--- src/rtl/mem_access_unit.sv ---
// Memory access stage: aligns loads, merges sub-word stores with a read-modify-write, wraps addresses.
// Optional MISALIGN_TRAP_EN adds the misalign_o flag and suppresses misaligned accesses.
module mem_access_unit #(
  parameter int MEM_BYTES = 32
) (
  input  logic        clk_i,
  input  logic        rst_i,
  input  logic [31:0] exmem_alu_i,
  input  logic [31:0] exmem_wdata_i,
  input  logic        exmem_m_MW_i,
  input  logic        exmem_m_MR_i,
  input  logic [1:0]  exmem_size_i,
  input  logic        exmem_unsigned_i,
  output logic [31:0] mem_addr_o,
  output logic [31:0] mem_wdata_o,
  output logic        mem_we_o,
  input  logic [31:0] mem_rdata_i,
  output logic        stall_o,
  output logic [31:0] wb_data_o,
  output logic        wb_valid_o
`ifdef MISALIGN_TRAP_EN
  ,
  output logic        misalign_o
`endif
);

  typedef enum logic {IDLE, RMW_WR} state_t;

  state_t      state_reg, state_next;
  logic [31:0] rmw_data_reg, rmw_addr_reg;
  logic [31:0] wb_data_reg;
  logic        wb_valid_reg;

  logic [31:0] eff_addr, aligned_addr;
  logic [1:0]  lane;
  logic [3:0]  byte_en;
  logic [31:0] merged_word;
  logic [31:0] rdata_shifted;
  logic [7:0]  byte_sel;
  logic [15:0] half_sel;
  logic [31:0] load_ext;
  logic        is_word, misaligned, capture_rmw, load_fire;

  assign eff_addr     = exmem_alu_i & 32'(MEM_BYTES - 1);
  assign aligned_addr = {eff_addr[31:2], 2'b00};
  assign lane         = eff_addr[1:0];
  assign is_word      = exmem_size_i[1];

`ifdef MISALIGN_TRAP_EN
  assign misaligned = ((exmem_size_i == 2'b01) && eff_addr[0]) ||
                      (exmem_size_i[1] && (eff_addr[1:0] != 2'b00));
`else
  assign misaligned = 1'b0;
`endif

  // Halfwords always occupy lanes {addr[1],0} and {addr[1],1}; addr[0] is ignored.
  always_comb begin
    byte_en = 4'b1111;
    case (exmem_size_i)
      2'b00:   byte_en = 4'b0001 << lane;
      2'b01:   byte_en = eff_addr[1] ? 4'b1100 : 4'b0011;
      default: byte_en = 4'b1111;
    endcase
  end

  genvar gi;
  generate
    for (gi = 0; gi < 4; gi++) begin : g_lane
      logic [7:0] store_byte;
      assign store_byte = ((gi % 2 == 1) && (exmem_size_i == 2'b01)) ? exmem_wdata_i[15:8]
                                                                     : exmem_wdata_i[7:0];
      assign merged_word[8*gi +: 8] = byte_en[gi] ? store_byte : mem_rdata_i[8*gi +: 8];
    end
  endgenerate

  assign rdata_shifted = mem_rdata_i >> {lane, 3'b000};
  assign byte_sel      = rdata_shifted[7:0];
  assign half_sel      = eff_addr[1] ? mem_rdata_i[31:16] : mem_rdata_i[15:0];

  always_comb begin
    load_ext = mem_rdata_i;
    case (exmem_size_i)
      2'b00:   load_ext = exmem_unsigned_i ? {24'h0, byte_sel} : {{24{byte_sel[7]}}, byte_sel};
      2'b01:   load_ext = exmem_unsigned_i ? {16'h0, half_sel} : {{16{half_sel[15]}}, half_sel};
      default: load_ext = mem_rdata_i;
    endcase
  end

  // Store wins over load; in RMW_WR the held inputs are ignored and the captured word is written.
  always_comb begin
    state_next  = state_reg;
    mem_we_o    = 1'b0;
    stall_o     = 1'b0;
    mem_addr_o  = aligned_addr;
    mem_wdata_o = exmem_wdata_i;
    capture_rmw = 1'b0;
    load_fire   = 1'b0;
    if (rst_i) begin
      case (state_reg)
        IDLE: begin
          if (exmem_m_MW_i) begin
            if (!misaligned) begin
              if (is_word) begin
                mem_we_o = 1'b1;
              end else begin
                stall_o     = 1'b1;
                capture_rmw = 1'b1;
                state_next  = RMW_WR;
              end
            end
          end else if (exmem_m_MR_i && !misaligned) begin
            load_fire = 1'b1;
          end
        end
        RMW_WR: begin
          mem_we_o    = 1'b1;
          mem_addr_o  = rmw_addr_reg;
          mem_wdata_o = rmw_data_reg;
          state_next  = IDLE;
        end
        default: state_next = IDLE;
      endcase
    end
  end

  always_ff @(posedge clk_i) begin
    if (!rst_i) begin
      state_reg    <= IDLE;
      rmw_data_reg <= 32'h0;
      rmw_addr_reg <= 32'h0;
      wb_data_reg  <= 32'h0;
      wb_valid_reg <= 1'b0;
    end else begin
      state_reg    <= state_next;
      wb_valid_reg <= load_fire;
      if (load_fire) wb_data_reg <= load_ext;
      if (capture_rmw) begin
        rmw_data_reg <= merged_word;
        rmw_addr_reg <= aligned_addr;
      end
    end
  end

`ifdef MISALIGN_TRAP_EN
  logic misalign_reg;
  always_ff @(posedge clk_i) begin
    if (!rst_i) misalign_reg <= 1'b0;
    else        misalign_reg <= (state_reg == IDLE) && (exmem_m_MW_i || exmem_m_MR_i) && misaligned;
  end
  assign misalign_o = misalign_reg;
`endif

  assign wb_data_o  = wb_data_reg;
  assign wb_valid_o = wb_valid_reg;

endmodule

--- config.mk ---
export PLATFORM = sky130hd
export DESIGN_NAME = mem_access_unit
export DESIGN_NICKNAME = d
export VERILOG_FILES = /design/src/rtl/mem_access_unit.sv
export SDC_FILE = /design/constraint.sdc
export NUM_CORES = 1
export LEC_CHECK = 0
export CAP_MARGIN = 20
export CORE_MARGIN = 2
export CORE_UTILIZATION = 35
export CTS_CLUSTER_DIAMETER = 50
export DETAILED_ROUTE_END_ITERATION = 10
export PLACE_DENSITY = 0.75
export SLEW_MARGIN = 20
export SYNTH_ARGS = -nofsm -noshare
export SYNTH_HDL_FRONTEND = slang
export SYNTH_SLANG_ARGS = --single-unit
--- constraint.sdc ---
create_clock -name clk_i -period 1.6 [get_ports clk_i]
set_clock_uncertainty 0.15 [all_clocks]
set_input_delay 0.24 -clock clk_i [delete_from_list [all_inputs] [get_ports clk_i]]
set_output_delay 0.24 -clock clk_i [all_outputs]
set_load 0.02 [all_outputs]
==> reports/results.txt <==
For this run, the top clock speed supported by timing is 510 MHz. Signal arrival time at the worst endpoint: 1.57 ns. The run gives 3.27 nW as the leakage power. Net switching is 30.8% of the power. Across the run, the number of max-cap violations was 0. The total count of hold-check failures in the final report was 0.

The tools report the remaining antenna violation count as 0. Least setup slack across all paths after layout: -0.361 ns. The post-route netlist has 39.2% of its cells at a drive strength greater than 1. Measured along the x axis, the die boundary spans 109 µm. For this configuration, the core starts out at a cell density of 35.8%. Counting flops with a built-in enable in the synthesized netlist gives 0. Slew at the pin closest to its max-slew limit: 0.511 ns. In this run the power spent charging and discharging nets is 1.53 mW. The DRC violation count after routing came out at 0. The run gives 26.2% as the aggregate global-route resource usage. The synthesized design contains 69 register bits. Headroom to the max-slew limit came out at 65.9%.

For the worst-skew pair, the clock arrives at the later sink with an insertion delay of 0.35 ns. The tools report the detailed router's first-iteration violation count as 296. After synthesis the cells add up to 3880 µm².

The portion of total power attributed to sequential cells was 38.3%. Entering global routing, the biggest net connects 37 pins. Pin placement for this block handled 202 I/O pins. After technology mapping, the gate count stands at 433. The checks that failed: negative setup slack. The detail-routed net length per standard cell was 20.9 µm.

The critical path starts at state_reg. The post-route clock period utilization is 123%. Measured along the y axis, the die boundary spans 109 µm. TritonCTS built the clock tree.

The number of hold buffers added after cts came out at 0. Count of input and output buffers: 145. The tools report the setup-violating endpoint count in the final report as 90.

In this run the critical register-to-register path is launched from state_reg. No sink is reached through more buffers than the 2 on the longest clock path. After synthesis, the netlist uses 42 different library cells. The floorplan step defined a die boundary enclosing 11900 µm². The run gives 35.6% as the post-synthesis sequential area ratio. Setup repair after global routing could not meet its margin everywhere. Among all flip-flop cells after synthesis, the most frequent one is dfxtp_1. The logs give 69 for the clock sink total and 38 for the site row count. Clock-pin slew was measured on the worst setup and hold paths at 0.08 ns.

The tightest min-delay check is of the primary input to register type. The number of detailed-route iterations in the first pass came out at 5. The most critical setup path has its endpoint at mem_wdata_o[25]. The max-slew violation count came out at 0. The average instance in the mapped netlist occupies 8.95 µm². Destination of the worst register-to-register timing path: rmw_data_reg[10]. STA puts the critical path data required time at 1.21 ns.

Relative to the synthesized area, the layout overhead comes to 78.4%. The highest net fanout along the worst path was 4. The first global-routing pass estimated 23.5 mm of wire.

The total congestion overflow came out at 0. In this run the number of H-tree levels came out at 3. The logs give 10800 µm² for the core area and 0.895 for the weighted congestion at the end of routability-driven global placement.

The tools report the post-route total power as 4.95 mW. The logs give 0 for the number of antenna violations at the first check in global routing and 16.9 mm for the total wire length. Yosys printed 0 warnings. The post-detailed-route via-to-cell ratio was 5.59; the number of cell instances on the worst register-to-register path was 8.

Element type at the critical path end: a primary output. Leading cell type in the layout, fill and taps excluded: buf_4. Measured on the finished design, the core utilization comes to 63.8%. Detailed-placement wirelength estimate: 11.4 mm. In the layout the commonest cells are 78 x buf_4, 70 x clkdlybuf4s50_1, 68 x dfxtp_1. The number of nets in the layout is 767, and the total vias in the final route is 4525.

The type of the worst setup path is register to primary output. Of all flip-flops after synthesis, the portion carrying an async set or reset was 0%. The power density normalized to cell area is 715 nW/µm², and the maximum VDD drop is 0.000423 V.

The smallest clock period supported by the final layout is computed as 1.96 ns. The run gives 4373 as the via count of the first global-routing pass. Type of origin of the critical path: a register. The worst hold path passes through 3 cells.

Clock tree synthesis inserted a total of 9 buffers. The total inserted antenna cells was 0. The proportion of power drawn by the clock network was 30.8%; the setup slack on the worst flop-to-flop path was -0.21 ns. The flow ran to the end, but the final reports show violations. Combinational logic is responsible for 30.9% of the overall power. The cell-internal power came out at 3.42 mW. The clock root buffer is clkbuf_8.
==> area by class of cell <==
type | instances | area [µm²]
fill | 858 | 3920
multi-input combinational | 325 | 2610
timing repair buffer | 254 | 2510
sequential | 69 | 1390
tap | 140 | 175
clock buffer | 13 | 169
clock inverter | 3 | 42.5
inverter | 5 | 23.8
==> cell usage after synthesis (2+ instances only) <==
cell	instances	area (µm²)
a21boi_0	3	22.5
a21o_1	15	113
a21oi_1	25	125
a21oi_2	2	17.5
a221o_1	8	80.1
a221oi_1	7	61.3
a22oi_1	16	120
and2_1	2	12.5
buf_1	3	11.3
buf_2	13	65.1
buf_4	33	248
buf_6	3	33.8
clkbuf_1	11	41.3
dfxtp_1	69	1380
inv_1	4	15.0
mux2_2	35	394
mux2i_1	26	260
nand2_1	9	33.8
nand2b_1	3	18.8
nand3_1	63	315
nor2_1	13	48.8
nor2b_1	11	68.8
o21ai_0	34	170
o22ai_1	7	43.8
==> routing by layer <==
metal	up-vias	track usage (%)	routed length [µm]
met2	279	44.0	8140
met3	46	7.65	1540
met4	0	9.86	571
met5	-	0	0
met1	2191	31.6	6660
li1	2009	-	-
==> critical path, cell delays in order (launching register included) <==
cell	delay (ns)
dfxtp_4	0.39
nand2_8	0.09
buf_6	0.15
clkbuf_16	0.16
mux2_4	0.30
buf_6	0.13
==> how the worst min path moves through the flow <==
stage | start | to | slack [ns]
floorplan | mem_rdata_i[10] | rmw_data_reg[10] | 0.23
global placement | rmw_data_reg[1] | rmw_data_reg[1] | 0.30
detailed placement | wb_data_o[30] | wb_data_o[30] | 0.30
CTS | rst_i | rmw_addr_reg[4] | 0.28
global route | rst_i | rmw_addr_reg[4] | 0.29
finish | rst_i | rmw_addr_reg[4] | 0.29
==> power groups by stage <==
stage / Sequential, mW / Combinational (mW) / Clock (mW)
2_1_floorplan: 1.97 / 0.597 / 0
3_3_place_gp: 1.93 / 1.30 / 0
3_5_place_dp: 1.93 / 1.32 / 0
4_1_cts: 1.89 / 1.33 / 1.52
5_1_grt: 1.90 / 1.60 / 1.61
6_report: 1.90 / 1.53 / 1.52
==> per-stage QoR <==
stage	setup TNS, ns	instances	area (µm²)	hold WS [ns]	setup slack (ns)
3_5_place_dp	-45.33	773	5920	0.304	-0.761
3_3_place_gp	-40.91	773	5920	0.300	-0.597
4_1_cts	-16.21	801	6330	0.279	-0.374
6_report	-16.98	809	6920	0.295	-0.361
2_1_floorplan	-0.295	461	3980	0.228	-0.00982
5_1_grt	-21.51	809	6920	0.288	-0.390
==> logic make-up (layout without fill, tap and decap cells) <==
kind of cell | after synthesis | in the layout | share of synthesized area (%)
buf+inv | 68 | 275 | 10.8
other cells | 1 | 29 | 0.0967
flops | 69 | 69 | 35.6
mux | 61 | 61 | 16.9
compound gates | 123 | 123 | 21.3
simple gates | 111 | 112 | 15.3
==> timing repair <==
action / in CTS / in global routing
buffers inserted: 8 / 4
pin swaps: 18 / 17
endpoints found under the setup margin: 133 / 102
gates cloned: 5 / 6
resized for setup: 262 / 142
(Power assumes the default switching activity.)
